### src/rtl/seq_frame_pkg.sv
// Shared types and constants for the serial frame transmitter.
package seq_frame_pkg;

  localparam int DATA_W = 8;
  localparam logic [2:0] PREAMBLE = 3'b101;

  typedef enum logic [2:0] {
    IDLE,
    PRE,
    DATA,
    PAR,
    GUARD
  } state_t;

  // Preamble goes out MSB first: index 0 selects PREAMBLE[2].
  function automatic logic preamble_bit(input logic [2:0] idx);
    logic b;
    case (idx)
      3'd0:    b = PREAMBLE[2];
      3'd1:    b = PREAMBLE[1];
      default: b = PREAMBLE[0];
    endcase
    return b;
  endfunction

endpackage

### src/rtl/seq_frame_tx.sv
// Serial framer: 101 preamble, MSB-first byte, optional even parity, guard zeros.
// First bit appears the cycle after the accept edge; in_ready only in IDLE, so producers stall a whole frame.
module seq_frame_tx
  import seq_frame_pkg::*;
#(
  parameter int GUARD_BITS = 2,
  parameter int PARITY_EN  = 1
) (
  input  logic              clk,
  input  logic              reset,
  input  logic              in_valid,
  input  logic [DATA_W-1:0] in_data,
  output logic              in_ready,
  output logic              out,
  output logic              busy,
  output logic              frame_done
);

  localparam logic [2:0] GUARD_LAST = 3'(GUARD_BITS - 1);

  state_t            state, next_state;
  logic [2:0]        cnt, cnt_next;
  logic [DATA_W-1:0] shreg, shreg_next;
  logic              out_next;
  logic              xfer;

  assign xfer = in_valid && in_ready;

  always_ff @(posedge clk) begin
    if (reset) state <= IDLE;
    else       state <= next_state;
  end

  always_comb begin
    next_state = state;
    case (state)
      IDLE:    if (xfer) next_state = PRE;
      PRE:     if (cnt == 3'd2) next_state = DATA;
      DATA:    if (cnt == 3'd7) next_state = (PARITY_EN != 0) ? PAR : GUARD;
      PAR:     next_state = GUARD;
      GUARD:   if (cnt == GUARD_LAST) next_state = IDLE;
      default: next_state = IDLE;
    endcase
  end

  always_comb begin
    in_ready   = (state == IDLE) && !reset;
    busy       = (state != IDLE);
    frame_done = (state == GUARD) && (cnt == GUARD_LAST);
  end

  // out is registered, so it is computed from the state the line will be in next cycle.
  // The byte rotates rather than shifts, leaving it intact for the parity bit after 8 steps.
  always_comb begin
    cnt_next   = ((next_state != state) || (state == IDLE)) ? 3'd0 : cnt + 3'd1;
    shreg_next = shreg;
    if (xfer)
      shreg_next = in_data;
    else if (state == DATA)
      shreg_next = {shreg[DATA_W-2:0], shreg[DATA_W-1]};
    case (next_state)
      PRE:     out_next = preamble_bit(cnt_next);
      DATA:    out_next = shreg_next[DATA_W-1];
      PAR:     out_next = ^shreg_next;
      default: out_next = 1'b0;
    endcase
  end

  always_ff @(posedge clk) begin
    if (reset) begin
      cnt   <= 3'd0;
      shreg <= '0;
      out   <= 1'b0;
    end else begin
      cnt   <= cnt_next;
      shreg <= shreg_next;
      out   <= out_next;
    end
  end

endmodule

### config.mk
export PLATFORM = sky130hd
export DESIGN_NAME = seq_frame_tx
export DESIGN_NICKNAME = d
export VERILOG_FILES = /design/src/rtl/seq_frame_pkg.sv /design/src/rtl/seq_frame_tx.sv
export SDC_FILE = /design/constraint.sdc
export NUM_CORES = 1
export LEC_CHECK = 0
export CORE_ASPECT_RATIO = 1.1
export CORE_UTILIZATION = 55
export CTS_CLUSTER_SIZE = 40
export DETAILED_ROUTE_END_ITERATION = 10
export PLACE_DENSITY = 0.82
export SETUP_SLACK_MARGIN = 0.2
export SYNTH_ARGS = -nofsm -noshare
export SYNTH_HDL_FRONTEND = slang
export SYNTH_SLANG_ARGS = --single-unit
export TNS_END_PERCENT = 20
### constraint.sdc
create_clock -name clk -period 3.3 [get_ports clk]
set_input_delay 0.33 -clock clk [delete_from_list [all_inputs] [get_ports clk]]
set_output_delay 0.33 -clock clk [all_outputs]
set_load 0.03 [all_outputs]
==> results of run 1 <==
## area by class of cell
type	instances	area [µm²]	share of cell area [%]
clock buffer	4	26.28	2.530
inverter	4	15.01	1.446
multi-input combinational	80	529.3	50.96
sequential	15	300.3	28.92
tap	16	20.02	1.928
timing repair buffer	15	147.6	14.22
## sequential cells by signal, indices dropped and copies added, names as in the netlist
register,count
cnt,3
shreg,8
out,1
state,3
## power breakdown
group	switching, mW	internal [mW]	leakage (nW)
Clock	0.0579	0.0470	0.0150
Combinational	0.0378	0.0427	0.232
Sequential	0.0108	0.191	0.123
## worst register-to-register path, cell delays in order (launching register included)
cell and delay, ns:
dfxtp_1 0.53, nor4_4 0.46, nand2_4 0.19, o21a_1 0.17
o21ai_1 0.15, o2bb2ai_1 0.12
## cell families (layout without fill, tap and decap cells)
kind of cell / Yosys count / count (layout) / synth area share (%)
AO/OA/AOI/OAI: 28 / 28 / 21.97
XOR/XNOR: 7 / 7 / 6.902
adder cells (fa/ha/maj): 4 / 4 / 5.634
buffers and inverters: 11 / 23 / 6.619
flip-flops: 15 / 15 / 33.80
AND/OR/NAND/NOR: 41 / 41 / 25.07
## cells in the final DEF (no fill, tap or decap), drive strengths merged, types with 2 or more instances in the layout
cell type / synthesis / routed
inv: 4 / 4
dfxtp: 15 / 15
clkdlybuf4s50: 0 / 14
ha: 4 / 4
xnor2: 7 / 7
nand2: 11 / 11
o21ai: 10 / 10
nand3: 3 / 3
clkbuf: 3 / 4
nor2: 15 / 15
a21oi: 2 / 2
nand2b: 3 / 3
a311oi: 9 / 9
## routing by layer
| layer | part of all wire, % | up-vias |
|---|---|---|
| met4 | 1.3 | 0 |
| li1 | - | 403 |
| met3 | 2.9 | 5 |
| met5 | 0 | - |
| met1 | 50 | 357 |
| met2 | 46 | 14 |
## worst paths after layout
kind / from / endpoint / slack, ns / cells past startpoint
max: state[2] / in_ready / 0.96 / 2
min: cnt[0] / cnt[0] / 0.47 / 1
max reg2reg: state[2] / out / 1.61 / 5
min reg2reg: cnt[0] / cnt[0] / 0.47 / 1
==> impl_metrics.json, run 1 <==
{
  "status": "finished, final reports clean",
  "crit_chain": "nor4_4 -> clkdlybuf4s50_1",
  "cts_buffers": 3,
  "route.vias.total": 779,
  "vias_per_cell": 5.813,
  "fmax_ghz": 0.4279,
  "synth_area_leaders": "dfxtp_1 34%, a311oi_1 8.9%, xnor2_1 6.9%, nor2_1 5.9%, ha_1 5.6%",
  "clk_pin_slew_ns": 0.09,
  "use_met3_pct": 4.523,
  "maxCapViolations": 0,
  "grt-ovfl-total": 0,
  "grt_first_pass_wirelength_mm": 2.822,
  "start_kind": "flop",
  "htreeDepth": 1,
  "port_buffers": 14,
  "tightest_slew_ns": 0.6831,
  "power_mw": 0.3871,
  "leakagePower_nw": 0.3694,
  "insertion_delay_ns": 0.28,
  "gp_congestion": 0.7794,
  "initial_utilization_pct": 61.85,
  "dpl_worst_slack_ns": 1.089,
  "use_met1_pct": 30.91,
  "synth_top_cell_by_area": "dfxtp_1",
  "slowest_delay_ns": 0.73,
  "syn_area_um2": 888.4,
  "synthFlopType": "dfxtp_1",
  "cts_root_buf": "clkbuf_4",
  "path_max_fanout": 21,
  "slew_headroom_pct": 54.40,
  "synth_cells": 106,
  "drt-total-wl_mm": 1.719,
  "cp.arrival_ns": 2.01,
  "grt_pass1_vias": 685,
  "crit_required_ns": 2.97,
  "wl_per_cell_um": 12.83,
  "dr.pass1.iters": 4,
  "p_per_area_mw_per_mm2": 372.8,
  "synth-edff-count": 0,
  "grt.met2_usage_pct": 33.65,
  "rsz0062_at_grt": "false",
  "slew_violations": 0,
  "grt_max_degree": 22,
  "slowest_stage": "clkdlybuf4s50_1",
  "cts_hold_buf": 0,
  "post_cts_buffers": 0,
  "gr-usage-all-layers_pct": 22.79,
  "post-route-util_pct": 72.30,
  "fp.dieH_um": 44.15,
  "grt-busiest-layer": "met2",
  "postPlaceCellArea_mm2": 0.001012,
  "ys_warn_count": 0,
  "die-area_mm2": 0.001780,
  "avgSynthCellArea_um2": 8.381,
  "ir_worst_vdd_v": 0.0002905,
  "clk_path_buf_depth": 2,
  "num_rows": 14,
  "fin_cells": 134,
  "dieWidth_um": 40.32,
  "path_delay_family": "buffers and inverters",
  "ys_async_sr_fraction_pct": 0,
  "cts_resized": 0,
  "synth_top_area_share_pct": 33.80,
  "yosysUniqueCellTypes": 33,
  "dp_cells": 130,
  "n_antenna_cell": 0,
  "yosys.cell_count.top_type": "dfxtp_1",
  "setup_tns_ns": 0,
  "critPathBufInv": 1,
  "antenna_found_initial": 0,
  "drcViolationCount": 0,
  "dr.first_iter.drc_count": 18,
  "fin_skew_ns": 0.002572,
  "whs_ns": 0.4706,
  "ant_nets": 0,
  "synth-seq-cells": 15,
  "timing.final.ws_setup_ns": 0.9630,
  "core_area_mm2": 0.001436,
  "post-route-period-util_pct": 70.82,
  "layout-drive-gt1-share_pct": 5.932,
  "synth_nets": 121,
  "setup_viol": 0,
  "cts_tree": "done",
  "yosys-top-cells-count": "15 x dfxtp_1, 14 x nor2_1, 10 x nand2_1, 9 x a311oi_1, 9 x o21ai_0",
  "pin_count": 15,
  "clock-sinks": 15,
  "worstSetupPathType": "flop to output port",
  "synthToLayoutAreaGrowth_pct": 16.90,
  "dpl.hpwl_mm": 1.222,
  "final_area_mm2": 0.001039,
  "crit_path_end_kind": "output port",
  "hold_violations": 0,
  "synth_seq_area_share_pct": 33.80,
  "min_period_ns": 2.337,
  "finalNetCount": 134,
  "hp-class": "flop to flop",
  "fillers": 114
}
Power figures use the tool's default switching activity.
==> run 2: changes to the inputs <==
--- a/config.mk
+++ b/config.mk
@@ -6,10 +6,10 @@
 export NUM_CORES = 1
 export LEC_CHECK = 0
 export CORE_ASPECT_RATIO = 1.1
-export CORE_UTILIZATION = 55
+export CORE_UTILIZATION = 46
 export CTS_CLUSTER_SIZE = 40
 export DETAILED_ROUTE_END_ITERATION = 10
-export PLACE_DENSITY = 0.82
+export PLACE_DENSITY = 0.73
 export SETUP_SLACK_MARGIN = 0.2
 export SYNTH_ARGS = -nofsm -noshare
 export SYNTH_HDL_FRONTEND = slang
==> constraint.sdc (replaced) <==
create_clock -name clk -period 1.9 [get_ports clk]
set_input_delay 0.19 -clock clk [delete_from_list [all_inputs] [get_ports clk]]
set_output_delay 0.19 -clock clk [all_outputs]
set_load 0.03 [all_outputs]
==> impl_metrics.json, run 2 (synthesized netlist as in run 1, its figures left out) <==
{
  "path_max_fanout": 9,
  "start_kind": "flop",
  "fin_skew_ns": 0.01670,
  "ant_nets": 0,
  "p_per_area_mw_per_mm2": 646.7,
  "dpl.hpwl_mm": 1.286,
  "grt_pass1_vias": 684,
  "multiInputGateArea_um2": 531.8,
  "layout-drive-gt1-share_pct": 10.08,
  "clk_path_buf_depth": 2,
  "fmax_ghz": 0.6034,
  "grt-ovfl-total": 0,
  "ir_worst_vdd_v": 0.0005802,
  "die-area_mm2": 0.002111,
  "leakagePower_nw": 0.3840,
  "dieWidth_um": 43.90,
  "drcViolationCount": 0,
  "route.vias.total": 776,
  "slowest_delay_ns": 0.42,
  "finalNetCount": 135,
  "top_register": "shreg",
  "critPathBufInv": 1,
  "final_cell_mix": "15 x dfxtp_1, 14 x nor2_1, 11 x clkdlybuf4s50_1, 10 x nand2_1",
  "dr.first_iter.drc_count": 8,
  "postPlaceCellArea_mm2": 0.001020,
  "status": "finished, final reports clean",
  "vias_per_cell": 5.664,
  "insertion_delay_ns": 0.29,
  "slew_violations": 0,
  "final_area_mm2": 0.001044,
  "cp.arrival_ns": 1.47,
  "final_common_cell": "dfxtp_1",
  "fillers": 174,
  "cts_hold_buf": 0,
  "post_cts_buffers": 0,
  "crit_path_end_kind": "output port",
  "num_rows": 16,
  "htreeDepth": 1,
  "gp_congestion": 0.7967,
  "worstSetupPathType": "flop to output port",
  "top_regs": "shreg: 8 flops, cnt: 3 flops, state: 3 flops",
  "cts_root_buf": "clkbuf_4",
  "rsz0062_at_grt": "true",
  "post-route-period-util_pct": 87.22,
  "synthToLayoutAreaGrowth_pct": 17.46,
  "fp.dieH_um": 48.09,
  "hp-class": "primary input to flop",
  "drt-total-wl_mm": 1.777,
  "tightest_slew_ns": 0.3706,
  "antenna_found_initial": 0,
  "cts_tree": "done",
  "gr-usage-all-layers_pct": 18.15,
  "port_buffers": 14,
  "seq_area_um2": 300.3,
  "maxCapViolations": 0,
  "setup_viol": 0,
  "n_antenna_cell": 0,
  "core_area_mm2": 0.001802,
  "hold_violations": 0,
  "slowest_stage": "dfxtp_1",
  "path_delay_family": "flip-flops",
  "initial_utilization_pct": 49.31,
  "dr.pass1.iters": 6,
  "slew_headroom_pct": 75.26,
  "pin_count": 15,
  "largest_reg_flops": 8,
  "dp_cells": 133,
  "clock-sinks": 15,
  "min_period_ns": 1.657,
  "cts_buffers": 3,
  "setup_tns_ns": 0,
  "grt_first_pass_wirelength_mm": 2.829,
  "crit_required_ns": 1.71,
  "crit_chain": "or3_1 -> dlygate4sd2_1",
  "wl_per_cell_um": 12.97,
  "clk_pin_slew_ns": 0.11,
  "grt_max_degree": 19,
  "fin_cells": 137
}
-- run 2: cell type report --
cell class                 instances  area share, %
clock inverter                     1         0.4796
tap                               18          2.158
sequential                        15          28.78
inverter                           4          1.439
timing repair buffer              16          14.03
clock buffer                       3          2.158
multi-input combinational         80          50.96
-- run 2: routing by layer --
layer | up-vias | wire length, µm | track usage, %
met3 | 2 | 73 | 3.333
met4 | 0 | 11 | 4.848
met5 | - | 0 | 0
met1 | 358 | 856 | 21.97
li1 | 400 | - | -
met2 | 16 | 835 | 33.73
-- run 2: worst register-to-register path: cells and delay by family (launching register included) --
| family | cells | cell delay (ns) |
|---|---|---|
| AND/OR/NAND/NOR | 1 | 0.32 |
| flip-flops | 1 | 0.54 |
| AO/OA/AOI/OAI | 4 | 0.57 |
-- run 2: final timing paths --
kind / slack, ns / cells past startpoint / end / start
worst max-delay path: 0.24 / 2 / busy / state[2]
worst min-delay path: 0.48 / 3 / shreg[3] / in_data[3]
worst max register to register: 0.38 / 5 / out / state[0]
worst min register to register: 0.48 / 1 / cnt[0] / cnt[0]
-- run 2: power breakdown --
part	switching (mW)	leakage (nW)	internal, mW
Sequential	0.0181	0.123	0.332
Clock	0.110	0.0177	0.0782
Combinational	0.0642	0.244	0.0726
-- run 2: timing repair --
item                                    CTS  global route
endpoints found under the setup margin    2            12
cloned                                    0             0
resized for setup                         2             3
endpoints found under the hold margin     0             0
-- run 2: per-stage QoR --
| step | hold slack, ns | utilization (%) | power [mW] | setup WS [ns] |
|---|---|---|---|---|
| final | 0.4765 | 57.92 | 0.6748 | 0.2428 |
| after global routing | 0.4966 | 57.92 | 0.7117 | 0.1711 |
| after CTS | 0.4778 | 57.99 | 0.6763 | 0.2183 |
| after detailed placement | 0.4586 | 56.60 | 0.4960 | 0.2625 |
| after global placement | 0.4568 | 56.60 | 0.4949 | 0.2951 |
| after floorplan | 0.2621 | - | 0.4519 | 0.3577 |
